===== src/rtl/traffic_light_pkg.sv =====
// Shared constants for the traffic-light board monitor: segment codes,
// legal lamp patterns and road encodings.
package traffic_light_pkg;

    // Active-low 7-segment codes, bit 6 = segment g ... bit 0 = segment a
    localparam logic [6:0] SEG_0 = 7'b1000000;
    localparam logic [6:0] SEG_1 = 7'b1111001;
    localparam logic [6:0] SEG_2 = 7'b0100100;
    localparam logic [6:0] SEG_3 = 7'b0110000;
    localparam logic [6:0] SEG_4 = 7'b0011001;
    localparam logic [6:0] SEG_5 = 7'b0010010;
    localparam logic [6:0] SEG_6 = 7'b0000010;
    localparam logic [6:0] SEG_7 = 7'b1111000;
    localparam logic [6:0] SEG_8 = 7'b0000000;
    localparam logic [6:0] SEG_9 = 7'b0010000;
    localparam logic [6:0] SEG_A = 7'b0001000;
    localparam logic [6:0] SEG_B = 7'b0000011;
    localparam logic [6:0] SEG_C = 7'b1000110;
    localparam logic [6:0] SEG_D = 7'b0100001;
    localparam logic [6:0] SEG_E = 7'b0000110;
    localparam logic [6:0] SEG_F = 7'b0001110;

    // The only lamp patterns the controller is allowed to show
    localparam logic [4:0] LED_LEGAL_0 = 5'b00011;
    localparam logic [4:0] LED_LEGAL_1 = 5'b01000;
    localparam logic [4:0] LED_LEGAL_2 = 5'b10100;
    localparam logic [4:0] LED_LEGAL_3 = 5'b10000;
    localparam logic [4:0] LED_LEGAL_4 = 5'b00100;

    typedef enum logic [1:0] {
        ROAD_IDLE = 2'd0,
        ROAD_A    = 2'd1,
        ROAD_B    = 2'd2,
        ROAD_C    = 2'd3
    } road_e;

    function automatic logic isLegalLed(input logic [4:0] led);
        return (led == LED_LEGAL_0) || (led == LED_LEGAL_1) ||
               (led == LED_LEGAL_2) || (led == LED_LEGAL_3) ||
               (led == LED_LEGAL_4);
    endfunction

endpackage


===== src/rtl/seg7_decoder.sv =====
// Maps an active-low 7-segment code back to its hex nibble; unknown codes
// decode to 0 with valid deasserted.
module seg7_decoder
    import traffic_light_pkg::*;
(
    input  logic [6:0] code_i,
    output logic [3:0] value_o,
    output logic       valid_o
);

    // Reverse lookup of the segment table
    always_comb begin
        value_o = 4'h0;
        valid_o = 1'b1;
        case (code_i)
            SEG_0:   value_o = 4'h0;
            SEG_1:   value_o = 4'h1;
            SEG_2:   value_o = 4'h2;
            SEG_3:   value_o = 4'h3;
            SEG_4:   value_o = 4'h4;
            SEG_5:   value_o = 4'h5;
            SEG_6:   value_o = 4'h6;
            SEG_7:   value_o = 4'h7;
            SEG_8:   value_o = 4'h8;
            SEG_9:   value_o = 4'h9;
            SEG_A:   value_o = 4'hA;
            SEG_B:   value_o = 4'hB;
            SEG_C:   value_o = 4'hC;
            SEG_D:   value_o = 4'hD;
            SEG_E:   value_o = 4'hE;
            SEG_F:   value_o = 4'hF;
            default: valid_o = 1'b0;
        endcase
    end

endmodule


===== src/rtl/traffic_light_monitor.sv =====
// Passive checker for the traffic-light board: samples lamps and displays
// once per controller tick, decodes them and flags protocol violations.
module traffic_light_monitor
    import traffic_light_pkg::*;
#(
    parameter int SYNC_STAGES = 2
) (
    input  logic       CLK_50MHz,
    input  logic       Res_n,
    input  logic       Counter,
    input  logic [4:0] LED,
    input  logic [6:0] Seg4,
    input  logic [6:0] Seg3,
    input  logic [6:0] Seg2,
    input  logic [6:0] Seg1,
    output logic [1:0] Road,
    output logic [3:0] Digit3,
    output logic [3:0] Digit2,
    output logic [3:0] Digit1,
    output logic [3:0] Remain,
    output logic       Tick_Pulse,
    output logic       Err_Seg,
    output logic       Err_LED,
    output logic       Err_Count,
    output logic [7:0] Err_Total
);

    logic [SYNC_STAGES-1:0] sync_q;
    logic                   syncLast_q;
    logic                   tickDet_q;
    logic                   capValid_q;
    logic [4:0]             ledCap_q;
    logic [6:0]             seg4Cap_q, seg3Cap_q, seg2Cap_q, seg1Cap_q;

    road_e                  road_q, road_d;
    logic [3:0]             digit3_q, digit2_q, digit1_q, remain_q, remain_d;
    logic                   tickPulse_q;
    logic                   errSeg_q, errLed_q, errCount_q;
    logic [7:0]             errTotal_q, errTotal_d;
    logic                   prevValid_q;
    road_e                  prevRoad_q;
    logic [4:0]             prevLed_q;
    logic [3:0]             prevRemain_q;

    logic [3:0]             val4, val3, val2, val1;
    logic                   ok4, ok3, ok2, ok1;
    logic                   segErr_d, ledErr_d, countErr_d, active_d;

    seg7_decoder u_dec4 (.code_i(seg4Cap_q), .value_o(val4), .valid_o(ok4));
    seg7_decoder u_dec3 (.code_i(seg3Cap_q), .value_o(val3), .valid_o(ok3));
    seg7_decoder u_dec2 (.code_i(seg2Cap_q), .value_o(val2), .valid_o(ok2));
    seg7_decoder u_dec1 (.code_i(seg1Cap_q), .value_o(val1), .valid_o(ok1));

    // Synchronise Counter, register its edge, then capture the board inputs
    always_ff @(posedge CLK_50MHz or negedge Res_n) begin
        if (!Res_n) begin
            sync_q     <= '0;
            syncLast_q <= 1'b0;
            tickDet_q  <= 1'b0;
            capValid_q <= 1'b0;
            ledCap_q   <= '0;
            seg4Cap_q  <= '0;
            seg3Cap_q  <= '0;
            seg2Cap_q  <= '0;
            seg1Cap_q  <= '0;
        end else begin
            sync_q     <= {sync_q[SYNC_STAGES-2:0], Counter};
            syncLast_q <= sync_q[SYNC_STAGES-1];
            tickDet_q  <= sync_q[SYNC_STAGES-1] ^ syncLast_q;
            capValid_q <= tickDet_q;
            if (tickDet_q) begin
                ledCap_q  <= LED;
                seg4Cap_q <= Seg4;
                seg3Cap_q <= Seg3;
                seg2Cap_q <= Seg2;
                seg1Cap_q <= Seg1;
            end
        end
    end

    // Evaluate the captured sample against the previous one
    always_comb begin
        road_d   = ROAD_IDLE;
        segErr_d = !(ok4 && ok3 && ok2 && ok1);
        if (ok4) begin
            case (val4)
                4'h0:    road_d = ROAD_IDLE;
                4'hA:    road_d = ROAD_A;
                4'hB:    road_d = ROAD_B;
                4'hC:    road_d = ROAD_C;
                default: segErr_d = 1'b1;
            endcase
        end
        remain_d = val1;
        if (val2 > remain_d) remain_d = val2;
        if (val3 > remain_d) remain_d = val3;
        active_d   = (road_d != ROAD_IDLE);
        ledErr_d   = active_d && !isLegalLed(ledCap_q);
        countErr_d = active_d && prevValid_q && (road_d == prevRoad_q) &&
                     (ledCap_q == prevLed_q) && (prevRemain_q != 4'd0) &&
                     (remain_d != (prevRemain_q - 4'd1));
        errTotal_d = errTotal_q;
        if ((segErr_d || ledErr_d || countErr_d) && (errTotal_q != 8'hFF))
            errTotal_d = errTotal_q + 8'd1;
    end

    // Publish results, accumulate sticky errors and keep the previous context
    always_ff @(posedge CLK_50MHz or negedge Res_n) begin
        if (!Res_n) begin
            road_q       <= ROAD_IDLE;
            digit3_q     <= '0;
            digit2_q     <= '0;
            digit1_q     <= '0;
            remain_q     <= '0;
            tickPulse_q  <= 1'b0;
            errSeg_q     <= 1'b0;
            errLed_q     <= 1'b0;
            errCount_q   <= 1'b0;
            errTotal_q   <= '0;
            prevValid_q  <= 1'b0;
            prevRoad_q   <= ROAD_IDLE;
            prevLed_q    <= '0;
            prevRemain_q <= '0;
        end else begin
            tickPulse_q <= capValid_q;
            if (capValid_q) begin
                road_q     <= road_d;
                digit3_q   <= val3;
                digit2_q   <= val2;
                digit1_q   <= val1;
                remain_q   <= remain_d;
                errSeg_q   <= errSeg_q | segErr_d;
                errLed_q   <= errLed_q | ledErr_d;
                errCount_q <= errCount_q | countErr_d;
                errTotal_q <= errTotal_d;
                if (active_d) begin
                    prevValid_q  <= 1'b1;
                    prevRoad_q   <= road_d;
                    prevLed_q    <= ledCap_q;
                    prevRemain_q <= remain_d;
                end else begin
                    prevValid_q  <= 1'b0;
                end
            end
        end
    end

    assign Road       = road_q;
    assign Digit3     = digit3_q;
    assign Digit2     = digit2_q;
    assign Digit1     = digit1_q;
    assign Remain     = remain_q;
    assign Tick_Pulse = tickPulse_q;
    assign Err_Seg    = errSeg_q;
    assign Err_LED    = errLed_q;
    assign Err_Count  = errCount_q;
    assign Err_Total  = errTotal_q;

endmodule


===== config.mk =====
export PLATFORM = sky130hd
export DESIGN_NAME = traffic_light_monitor
export DESIGN_NICKNAME = d
export VERILOG_FILES = /design/src/rtl/traffic_light_pkg.sv /design/src/rtl/seg7_decoder.sv /design/src/rtl/traffic_light_monitor.sv
export SDC_FILE = /design/constraint.sdc
export NUM_CORES = 1
export LEC_CHECK = 0
export BUFFER_PORTS_ARGS = -buffer_cell sky130_fd_sc_hd__buf_2
export CORE_UTILIZATION = 60
export CTS_CLUSTER_DIAMETER = 120
export DETAILED_ROUTE_END_ITERATION = 16
export PLACE_DENSITY = 0.87
export SYNTH_ARGS = -nofsm -noshare
export SYNTH_HDL_FRONTEND = slang
export SYNTH_SLANG_ARGS = --single-unit

===== constraint.sdc =====
create_clock -name CLK_50MHz -period 12 [get_ports CLK_50MHz]
set_input_delay 1.2 -clock CLK_50MHz [delete_from_list [all_inputs] [get_ports CLK_50MHz]]
set_output_delay 1.2 -clock CLK_50MHz [all_outputs]
set_load 0.1 [all_outputs]

==> impl_metrics.py <==
metrics = {
    "status": {
        "status": "completed",
    },
    "logic_synthesis": {
        "yosysSeqAreaShare": 0.431,
        "ys_async_sr_fraction": 1.00,
        "synth_nets": 525,
        "synthCells": 478,
        "synth_seq_cells": 80,
        "synth_ff_type": "dfrtp_1",
        "synth_area_mm2": 0.00464,
        "synth.distinct_cells": 62,
        "ys_warn_count": 0,
        "syn_avg_cell_area_um2": 9.71,
        "synth-edff-count": 0,
    },
    "power_and_ir_drop": {
        "power.density_mw_per_mm2": 225,
        "p_sw_mw": 0.567,
        "p_clk_frac": 0.199,
        "finalPower_mw": 1.18,
        "ir_worst_vdd_mv": 0.157,
        "p_sw_frac": 0.482,
        "power_frac_comb": 0.458,
        "internal-power_mw": 0.609,
        "pwr-share-seq": 0.343,
        "p_leak_nw": 2.35,
    },
    "detailed_routing": {
        "avgRoutedWirePerCell_um": 16.2,
        "first_iter_violations": 292,
        "via_count": 3836,
        "routed_wl_um": 10200,
        "dr.pass1.iters": 4,
        "ant_nets": 0,
        "drc_errors": 0,
        "drt-vias-per-instance": 6.09,
    },
    "grt": {
        "grt_use_total": 0.268,
        "grt_pass1_vias": 3688,
        "overflow": 0,
        "grt_pass1_wl_um": 17500,
        "grt_max_degree": 81,
        "antenna_found_initial": 0,
    },
    "setup_path": {
        "critPathRequiredTime_ps": 12240,
        "endpoint_kind": "register",
        "crit_buf_inv": 1,
        "arrival_ps": 5780,
        "crit_slowest_cell": "dfrtp_1",
        "cpPeakStageDelay_ps": 600,
        "path_max_fanout": 14,
        "crit_chain": "or4b_1 > or3_1 > a21o_1 > and2_1 > inv_1 > ha_1 > a211oi_1 > o21ai_0 > o221ai_1 > mux2i_1 > ha_1 > a21oi_1 > o21ai_0 > and2_1 > a21o_1 > a211o_1 > a211oi_4 > nor2b_1 > mux2_1",
        "startpoint_type": "register",
        "path_class": "register to register",
        "critical_path.top_delay_family": "compound AO/OA/AOI/OAI gates",
    },
    "finish": {
        "area_growth_pct": 12.6,
        "drive_above_1_share": 0.252,
        "fin_cells": 630,
        "final_cell_mix": "dfrtp_1 (80), buf_2 (64), mux2_2 (37)",
        "diodes": 0,
        "num-nets-final": 573,
        "layout_commonest_cell": "dfrtp_1",
    },
    "hold_path": {
        "holdCritPathClass": "register to register",
    },
    "clock_network": {
        "cts_hold_buffers": 0,
        "clkTransAtPathRegs_ps": 90,
        "cts_tree": "done",
        "cts_buffer_depth": 2,
        "cts_resized": 0,
        "clk_latency_ps": 360,
        "h-tree-depth": 3,
        "numCtsBuffers": 9,
        "post-cts-setup-buffer-count": 0,
        "clock_sinks": 80,
        "root_buffer": "clkbuf_8",
    },
    "sta": {
        "setup_tns_ps": 0,
        "tightest_slew_ps": 1100,
        "relSlewSlack": 0.263,
        "setup_violations": 0,
        "fin_crit_sh": 0.461,
        "skew_ps": 10.4,
        "hold_viol": 0,
        "whs_ps": 357,
        "fmax_mhz": 181,
        "rsz0062_at_grt": "no",
        "drv_slew": 0,
        "min_period_ps": 5540,
    },
    "die": {
        "die_h_um": 90.0,
        "chipWidth_um": 90.0,
        "io_pins": 66,
        "die_area_mm2": 0.00809,
        "rows": 31,
        "coreArea_mm2": 0.00737,
        "start_util": 0.630,
    },
    "placed_design": {
        "dp_hpwl_um": 7080,
        "port-buffer-count": 65,
        "numPlacedInstances": 614,
        "place_congestion": 0.954,
    },
    "job": {
        "maxCapViolations": 0,
    },
}
-- cell usage after synthesis (all sizes together) (3+ instances only) --
master  count  area share
a211o       4      0.0075
a211oi      5       0.011
a21o        4      0.0065
a21oi      27       0.029
and3        8       0.011
and4        3      0.0057
clkbuf     28       0.023
dfrtp      80        0.43
ha         11       0.030
inv        17       0.014
mux2       39       0.095
nand2      33       0.027
nand2b      7      0.0094
nand3      14       0.015
nand4      10       0.013
nor2       35       0.029
nor2b       3      0.0040
nor3       15       0.016
nor3b       5      0.0081
nor4        4      0.0054
nor4b       3      0.0057
nor4bb      3      0.0065
o211ai      4      0.0065
o21ai      25       0.027
o21bai      3      0.0049
o31ai       3      0.0049
or2         4      0.0054
or3         7      0.0094
or3b        4      0.0075
or4b        3      0.0065
xnor2      10       0.019
xor2       16       0.030
-- registers in the layout, indices dropped and copies added (netlist names) --
register	flops
capValid_q	1
Digit2	4
seg2Cap_q	7
Err_Seg	1
prevValid_q	1
syncLast_q	1
Digit1	4
Tick_Pulse	1
seg3Cap_q	7
Digit3	4
prevLed_q	5
sync_q	2
ledCap_q	5
seg4Cap_q	7
tickDet_q	1
Err_Count	1
Road	2
seg1Cap_q	7
Remain	4
prevRoad_q	2
prevRemain_q	4
Err_LED	1
Err_Total	8
-- kinds of logic after synthesis --
logic type	share of synthesized area
and+or+nand+nor	0.203
AOI/OAI and AO/OA	0.149
DFF	0.431
buffers and inverters	0.0385
muxes	0.0997
xor gates and xnor gates	0.0491
adders and majority gates	0.0296
-- layer usage --
layer  global-route usage  part of all wire
met1                0.350              0.44
met2                0.446              0.50
met3               0.0508             0.038
met4                0.102             0.026
met5                    0                 0
-- worst register-to-register path, cell delays in order (launching register included) --
cell	delay [ps]
dfrtp_1	600
or4b_1	500
or3_1	320
a21o_1	210
and2_1	160
inv_1	80
ha_1	250
a211oi_1	220
o21ai_0	130
o221ai_1	280
mux2i_1	410
ha_1	320
a21oi_1	140
o21ai_0	200
and2_1	310
a21o_1	180
a211o_1	310
a211oi_4	370
nor2b_1	100
mux2_1	320
-- layout make-up --
| cell class | count | area (um^2) |
|---|---|---|
| clock buffers | 9 | 124 |
| clock inverters | 7 | 111 |
| fillers | 529 | 2140 |
| inverters | 17 | 63.8 |
| multi-input cells | 351 | 2460 |
| flip-flops and latches | 80 | 2000 |
| well taps | 99 | 124 |
| repair buffers | 67 | 343 |
-- power groups by stage --
stage / sequential [mW] / combinational [mW] / clock [mW]
after floorplan: 0.562 / 0.273 / 0
after CTS: 0.402 / 0.535 / 0.237
after detailed placement: 0.406 / 0.533 / 0
after global placement: 0.402 / 0.519 / 0
after global routing: 0.415 / 0.579 / 0.249
final: 0.404 / 0.539 / 0.234
-- stage by stage --
step / setup WS, ps / area (um^2) / utilization
2_1_floorplan: 7100 / 4640 / -
3_3_place_gp: 6760 / 4990 / 0.678
3_5_place_dp: 6560 / 4990 / 0.678
4_1_cts: 6530 / 5230 / 0.710
5_1_grt: 6030 / 5230 / 0.710
6_report: 6460 / 5230 / 0.710
-- final timing paths --
check                                              start                        to  slack, ps  depth (start not counted)
worst max-delay path            seg2Cap_q[4]$_DFFE_PN0P_  Err_Total[6]$_DFFE_PN0P_       6460                         19
worst min-delay path                 sync_q[0]$_DFF_PN0_       sync_q[1]$_DFF_PN0_        360                          0
worst max register to register  seg2Cap_q[4]$_DFFE_PN0P_  Err_Total[6]$_DFFE_PN0P_       6460                         19
worst min register to register       sync_q[0]$_DFF_PN0_       sync_q[1]$_DFF_PN0_        360                          0
max in group asynchronous                          Res_n     Digit1[3]$_DFFE_PN0P_      10370                          1
min in group asynchronous                          Res_n  seg3Cap_q[1]$_DFFE_PN0P_       1000                          1
Power figures use the tool's default switching activity.
